--- src/rtl/lb2apb_pkg.sv ---
// lb2apb_pkg: shared types and constants for the local-bus to APB bridge.
//   state_t       : bridge FSM states
//   PPROT_DEFAULT : protection attributes driven on every APB transfer
package lb2apb_pkg;

   typedef enum logic [1:0] {
      IDLE,
      SETUP,
      ACCESS,
      RESP
   } state_t;

   localparam logic [2:0] PPROT_DEFAULT = 3'b000;

endpackage : lb2apb_pkg

--- src/rtl/lb2apb.sv ---
// lb2apb: local-bus responder that forwards each LB write or read as a single
// APB master transfer. One transfer in flight; write wins over read when both
// are requested in the same IDLE cycle.
//
// Ports
//   clk, rst                  : clock, asynchronous active-low reset
//   lb_waddr/wdata/wstrb/wen  : LB write request (held until lb_wready)
//   lb_wready                 : one-cycle write-complete pulse
//   lb_raddr/ren              : LB read request (held until lb_rvalid)
//   lb_rdata/rvalid           : read data and one-cycle read-complete pulse
//   psel..pprot               : APB initiator outputs
//   prdata/pready/pslverr     : APB completer responses
//   slverr                    : error pulse, coincident with the LB response
module lb2apb
   import lb2apb_pkg::*;
#(
   parameter int ADDR_W = 32,
   parameter int DATA_W = 32,
   localparam int STRB_W = DATA_W / 8
) (
   input  logic              clk,
   input  logic              rst,
   input  logic [ADDR_W-1:0] lb_waddr,
   input  logic [DATA_W-1:0] lb_wdata,
   input  logic [STRB_W-1:0] lb_wstrb,
   input  logic              lb_wen,
   output logic              lb_wready,
   input  logic [ADDR_W-1:0] lb_raddr,
   input  logic              lb_ren,
   output logic [DATA_W-1:0] lb_rdata,
   output logic              lb_rvalid,
   output logic              psel,
   output logic              penable,
   output logic              pwrite,
   output logic [ADDR_W-1:0] paddr,
   output logic [DATA_W-1:0] pwdata,
   output logic [STRB_W-1:0] pstrb,
   output logic [2:0]        pprot,
   input  logic [DATA_W-1:0] prdata,
   input  logic              pready,
   input  logic              pslverr,
   output logic              slverr
);

   state_t              state, state_n;
   logic                psel_n, penable_n, pwrite_n;
   logic [ADDR_W-1:0]   paddr_n;
   logic [DATA_W-1:0]   pwdata_n, lb_rdata_n;
   logic [STRB_W-1:0]   pstrb_n;
   logic                lb_wready_n, lb_rvalid_n, slverr_n;

   assign pprot = PPROT_DEFAULT;

   always_ff @(posedge clk or negedge rst) begin
      if (!rst) begin
         state     <= IDLE;
         psel      <= 1'b0;
         penable   <= 1'b0;
         pwrite    <= 1'b0;
         paddr     <= '0;
         pwdata    <= '0;
         pstrb     <= '0;
         lb_wready <= 1'b0;
         lb_rvalid <= 1'b0;
         lb_rdata  <= '0;
         slverr    <= 1'b0;
      end else begin
         state     <= state_n;
         psel      <= psel_n;
         penable   <= penable_n;
         pwrite    <= pwrite_n;
         paddr     <= paddr_n;
         pwdata    <= pwdata_n;
         pstrb     <= pstrb_n;
         lb_wready <= lb_wready_n;
         lb_rvalid <= lb_rvalid_n;
         lb_rdata  <= lb_rdata_n;
         slverr    <= slverr_n;
      end
   end

   // Every output is registered: this block computes the value each register
   // takes at the next edge. Response pulses default low so they last exactly
   // the one RESP cycle.
   always_comb begin
      state_n     = state;
      psel_n      = psel;
      penable_n   = penable;
      pwrite_n    = pwrite;
      paddr_n     = paddr;
      pwdata_n    = pwdata;
      pstrb_n     = pstrb;
      lb_rdata_n  = lb_rdata;
      lb_wready_n = 1'b0;
      lb_rvalid_n = 1'b0;
      slverr_n    = 1'b0;

      unique case (state)
         IDLE: begin
            if (lb_wen) begin
               paddr_n  = lb_waddr;
               pwdata_n = lb_wdata;
               pstrb_n  = lb_wstrb;
               pwrite_n = 1'b1;
               psel_n   = 1'b1;
               state_n  = SETUP;
            end else if (lb_ren) begin
               paddr_n  = lb_raddr;
               pstrb_n  = '0;
               pwrite_n = 1'b0;
               psel_n   = 1'b1;
               state_n  = SETUP;
            end
         end
         SETUP: begin
            penable_n = 1'b1;
            state_n   = ACCESS;
         end
         ACCESS: begin
            if (pready) begin
               psel_n    = 1'b0;
               penable_n = 1'b0;
               slverr_n  = pslverr;
               if (pwrite) begin
                  lb_wready_n = 1'b1;
               end else begin
                  lb_rvalid_n = 1'b1;
                  lb_rdata_n  = prdata;
               end
               state_n = RESP;
            end
         end
         RESP: begin
            state_n = IDLE;
         end
         default: begin
            state_n = IDLE;
         end
      endcase
   end

endmodule : lb2apb

--- config.mk ---
export PLATFORM = sky130hd
export DESIGN_NAME = lb2apb
export DESIGN_NICKNAME = d
export VERILOG_FILES = /design/src/rtl/lb2apb_pkg.sv /design/src/rtl/lb2apb.sv
export SDC_FILE = /design/constraint.sdc
export NUM_CORES = 1
export LEC_CHECK = 0
export CORE_ASPECT_RATIO = 0.8
export CORE_UTILIZATION = 35
export DETAILED_ROUTE_END_ITERATION = 10
export PLACE_DENSITY_LB_ADDON = 0.3
export SYNTH_ARGS = -nofsm -noshare
export SYNTH_HDL_FRONTEND = slang
export SYNTH_SLANG_ARGS = --single-unit
--- constraint.sdc ---
create_clock -name clk -period 1.55 [get_ports clk]
set_clock_uncertainty 0.05 [all_clocks]
set_input_delay 0.155 -clock clk [delete_from_list [all_inputs] [get_ports clk]]
set_output_delay 0.155 -clock clk [all_outputs]
set_load 0.02 [all_outputs]
==> out/summary.txt <==
Status: completed
Global-route wire length before repair: 18.04 mm
Yosys warns: 0
Area leader, netlist: dfrtp_1
DRC: 0
Compound-gate portion of the synthesized area: 0.04151
Logic pwr share: 0.515
# diodes: 0
Mux contribution to synthesized area: 0.2583
Port bufs: 243
GRT Total Usage: 0.1746
Yosys reg bits: 108
GRT Residual Overflow: 0
Final Wtd Congestion: 0.6899
Antenna Nets Post-Route: 0
CP top delay family: flip-flops
Critical path's slowest cell: dfrtp_1
Final min period: 1540 ps
Critical path data required time: 1730 ps
Crit end category: flip-flop
Setup_tns: 0 ps
Setup crit start kind: flip-flop
RSZ-0062 raised after global routing: yes
Final Hold Viols: 0
Die height: 104.7 microns
Clk buf depth: 2
Initial DRC Count: 109
Max Cap Viol: 0
Via count: 3447
Final Core Density: 0.6097
FF-to-FF Start: state[0]
P_leak: 4.162 nW
Worst setup path startpoint: state[0]
Die area: 13640 sq um
Final setup vio count: 0
Min Hold Slack: 118.8 ps
Peak supply drop: 0.0009314 V
Sequential share of the synthesized area: 0.5860
CP Depth: 6
Pin count of the biggest net entering global routing: 52
# IOs: 247
Vias per cell: 4.488
Critical R2R Capture: lb_rdata[20]
Max Clk Rate: 649.3 MHz
CTS Root Cell: clkbuf_16
TritonCTS clock tree: yes
P_int: 0.009541 W
Nets: 732
Xor/xnor share of the synthesized area: 0
Total chip power: 0.01494 W
FF-to-FF setup slack: 10 ps
R2R cell count: 6
Share of cells above drive strength 1: 0.1484
Largest family of logic cells by synthesized area: multiplexers
Clock power frac: 0.155
Drt first pass iters: 3
Num rows: 37
Dpl hpwl: 8.920 mm
Routed WL: 11.95 mm
Critical-path cell list: inv_2, ha_4, nand2_4, nor2_8, buf_12, mux2_4
Sink Count: 108
Crit Path Max Fanout: 17
Wire per inst: 15.56 microns
Antenna violations before repair: 0
Critical Path Sink: lb_rdata[20]
Layout overhead on the synthesized area: 70.13%
Clk_lat worst skew: 340 ps
CTS clk-pin slew, worst paths: 70 ps
WP buf/inv: 2
Htree depth: 3
Netlist cell types: 27
Syn avg cell area: 13.98 sq um
Crit path arrival time: 1720 ps
Sequential share of power: 0.330
Total CTS buffers: 9
Synth top area cells: dfrtp_1 59%, mux2_4 9.4%, mux2i_1 7.6%
Critical path class: flip-flop to flip-flop
Period utilization: 0.9936
Synthesized instance count: 330
Count of final max-slew check failures: 0
Core Region: 12870 sq um
Sw Pwr: 0.005402 W
Initial Util: 0.3584
Worst path max stage delay: 390 ps
Die W: 130.3 microns
Area share of the largest cell type after synthesis: 0.5860
Worst min-delay path category: primary input to flip-flop
PwrDens: 1904 nW/um^2
Mapped cell area: 4612 sq um
Synth Area in Adders: 0.01356
Vias in the first global route: 3521
Net Sw Frac: 0.3615
Post-Synth Simple-Gate Area: 0.05372
-- registers in the layout (all words and copies together), names as in the netlist --
register / count
paddr: 32
lb_rvalid: 1
state: 2
pwdata: 32
lb_wready: 1
pwrite: 1
slverr: 1
lb_rdata: 32
pstrb: 4
psel: 1
penable: 1
-- cell usage after synthesis --
| master | n |
|---|---|
| nand3_1 | 4 |
| mux2_2 | 6 |
| nor3b_2 | 1 |
| o21ai_1 | 25 |
| mux2_4 | 29 |
| o21ai_2 | 1 |
| dfrtp_1 | 108 |
| mux2_1 | 30 |
| buf_6 | 7 |
| and3_2 | 1 |
| conb_1 | 1 |
| o21ai_0 | 9 |
| and3_1 | 1 |
| buf_12 | 3 |
| nand2_2 | 2 |
| clkbuf_1 | 4 |
| nor2_1 | 1 |
| nor2_8 | 1 |
| o31ai_1 | 1 |
| mux2i_1 | 35 |
| clkbuf_2 | 1 |
| buf_2 | 1 |
| ha_1 | 5 |
| a21oi_1 | 1 |
| inv_1 | 3 |
| nand2_1 | 44 |
| buf_4 | 5 |
-- per-layer routing --
layer,vias up,part of all wire,GRT usage
li1,1645,-,-
met3,9,0.085,0.06400
met1,1649,0.41,0.2069
met5,-,0,0
met2,144,0.49,0.2888
met4,0,0.013,0.06158
-- area by class of cell --
type                            count  area [sq um]
Inverter                            3         11.26
Tap cell                          175         219.0
Multi-Input combinational cell    200          1763
Timing Repair Buffer              267          2849
Clock inverter                      4         48.80
Clock buffer                       11         252.7
Sequential cell                   108          2703
Fill cell                        1021          5024
-- power by group through the flow --
stage / Sequential (W) / Clock (W) / Combinational (W)
6_report: 0.00493 / 0.00231 / 0.00770
5_1_grt: 0.00511 / 0.00249 / 0.00821
4_1_cts: 0.00498 / 0.00241 / 0.00782
3_5_place_dp: 0.00502 / 0 / 0.00789
3_3_place_gp: 0.00497 / 0 / 0.00774
2_1_floorplan: 0.00662 / 0 / 0.00239
-- tightest hold or removal path, stage by stage --
cell     delay [ps]
buf_2           190
nand2_1          90
nand2_1          40
-- logic make-up (layout without fill, tap and decap cells) --
logic type	after synthesis	in the layout
mux	100	100
flops	108	108
other cells	1	3
compound gates	37	37
simple gates	55	55
buf+inv	24	285
fa+ha+maj	5	5
-- what timing repair did --
action,CTS,global route
pin swaps,1,0
setup buffers,0,2
resized for setup,16,74
hold endpoints to repair,108,0
setup endpoints to repair,37,139
hold buffers,1,0
-- cell usage in the layout, fill, tap and decap left out, drive strengths merged, types with 2 or more instances in the layout --
cell             n
dfrtp          108
mux2i           35
conb             3
inv              3
clkdlybuf4s50  160
dlygate4sd2     14
nand3            4
clkinv           3
o21ai           35
mux2            65
nor2             2
clkbuf          11
buf             25
dlymetal6s2s    67
nand2           46
and3             2
ha               5
-- metrics by stage --
stage	cell area, sq um	setup slack, ps	cells
2_1_floorplan	4632	11.95	332
3_3_place_gp	7327	-56.97	750
3_5_place_dp	7327	-75.95	750
4_1_cts	7630	0.1815	766
5_1_grt	7846	-56.50	768
6_report	7846	9.913	768
-- worst min-delay path by stage --
stage,from,to,slack [ps],depth (start not counted)
finish,lb_wen,pwrite,120,3
global route,lb_wen,pstrb[0],140,3
CTS,lb_wen,pwrite,90,3
detailed placement,rst,pwdata[19],9,1
global placement,rst,pwdata[22],4,1
floorplan,rst,lb_rdata[0],-190,0
Note: power is estimated with default switching activity, not from simulation.
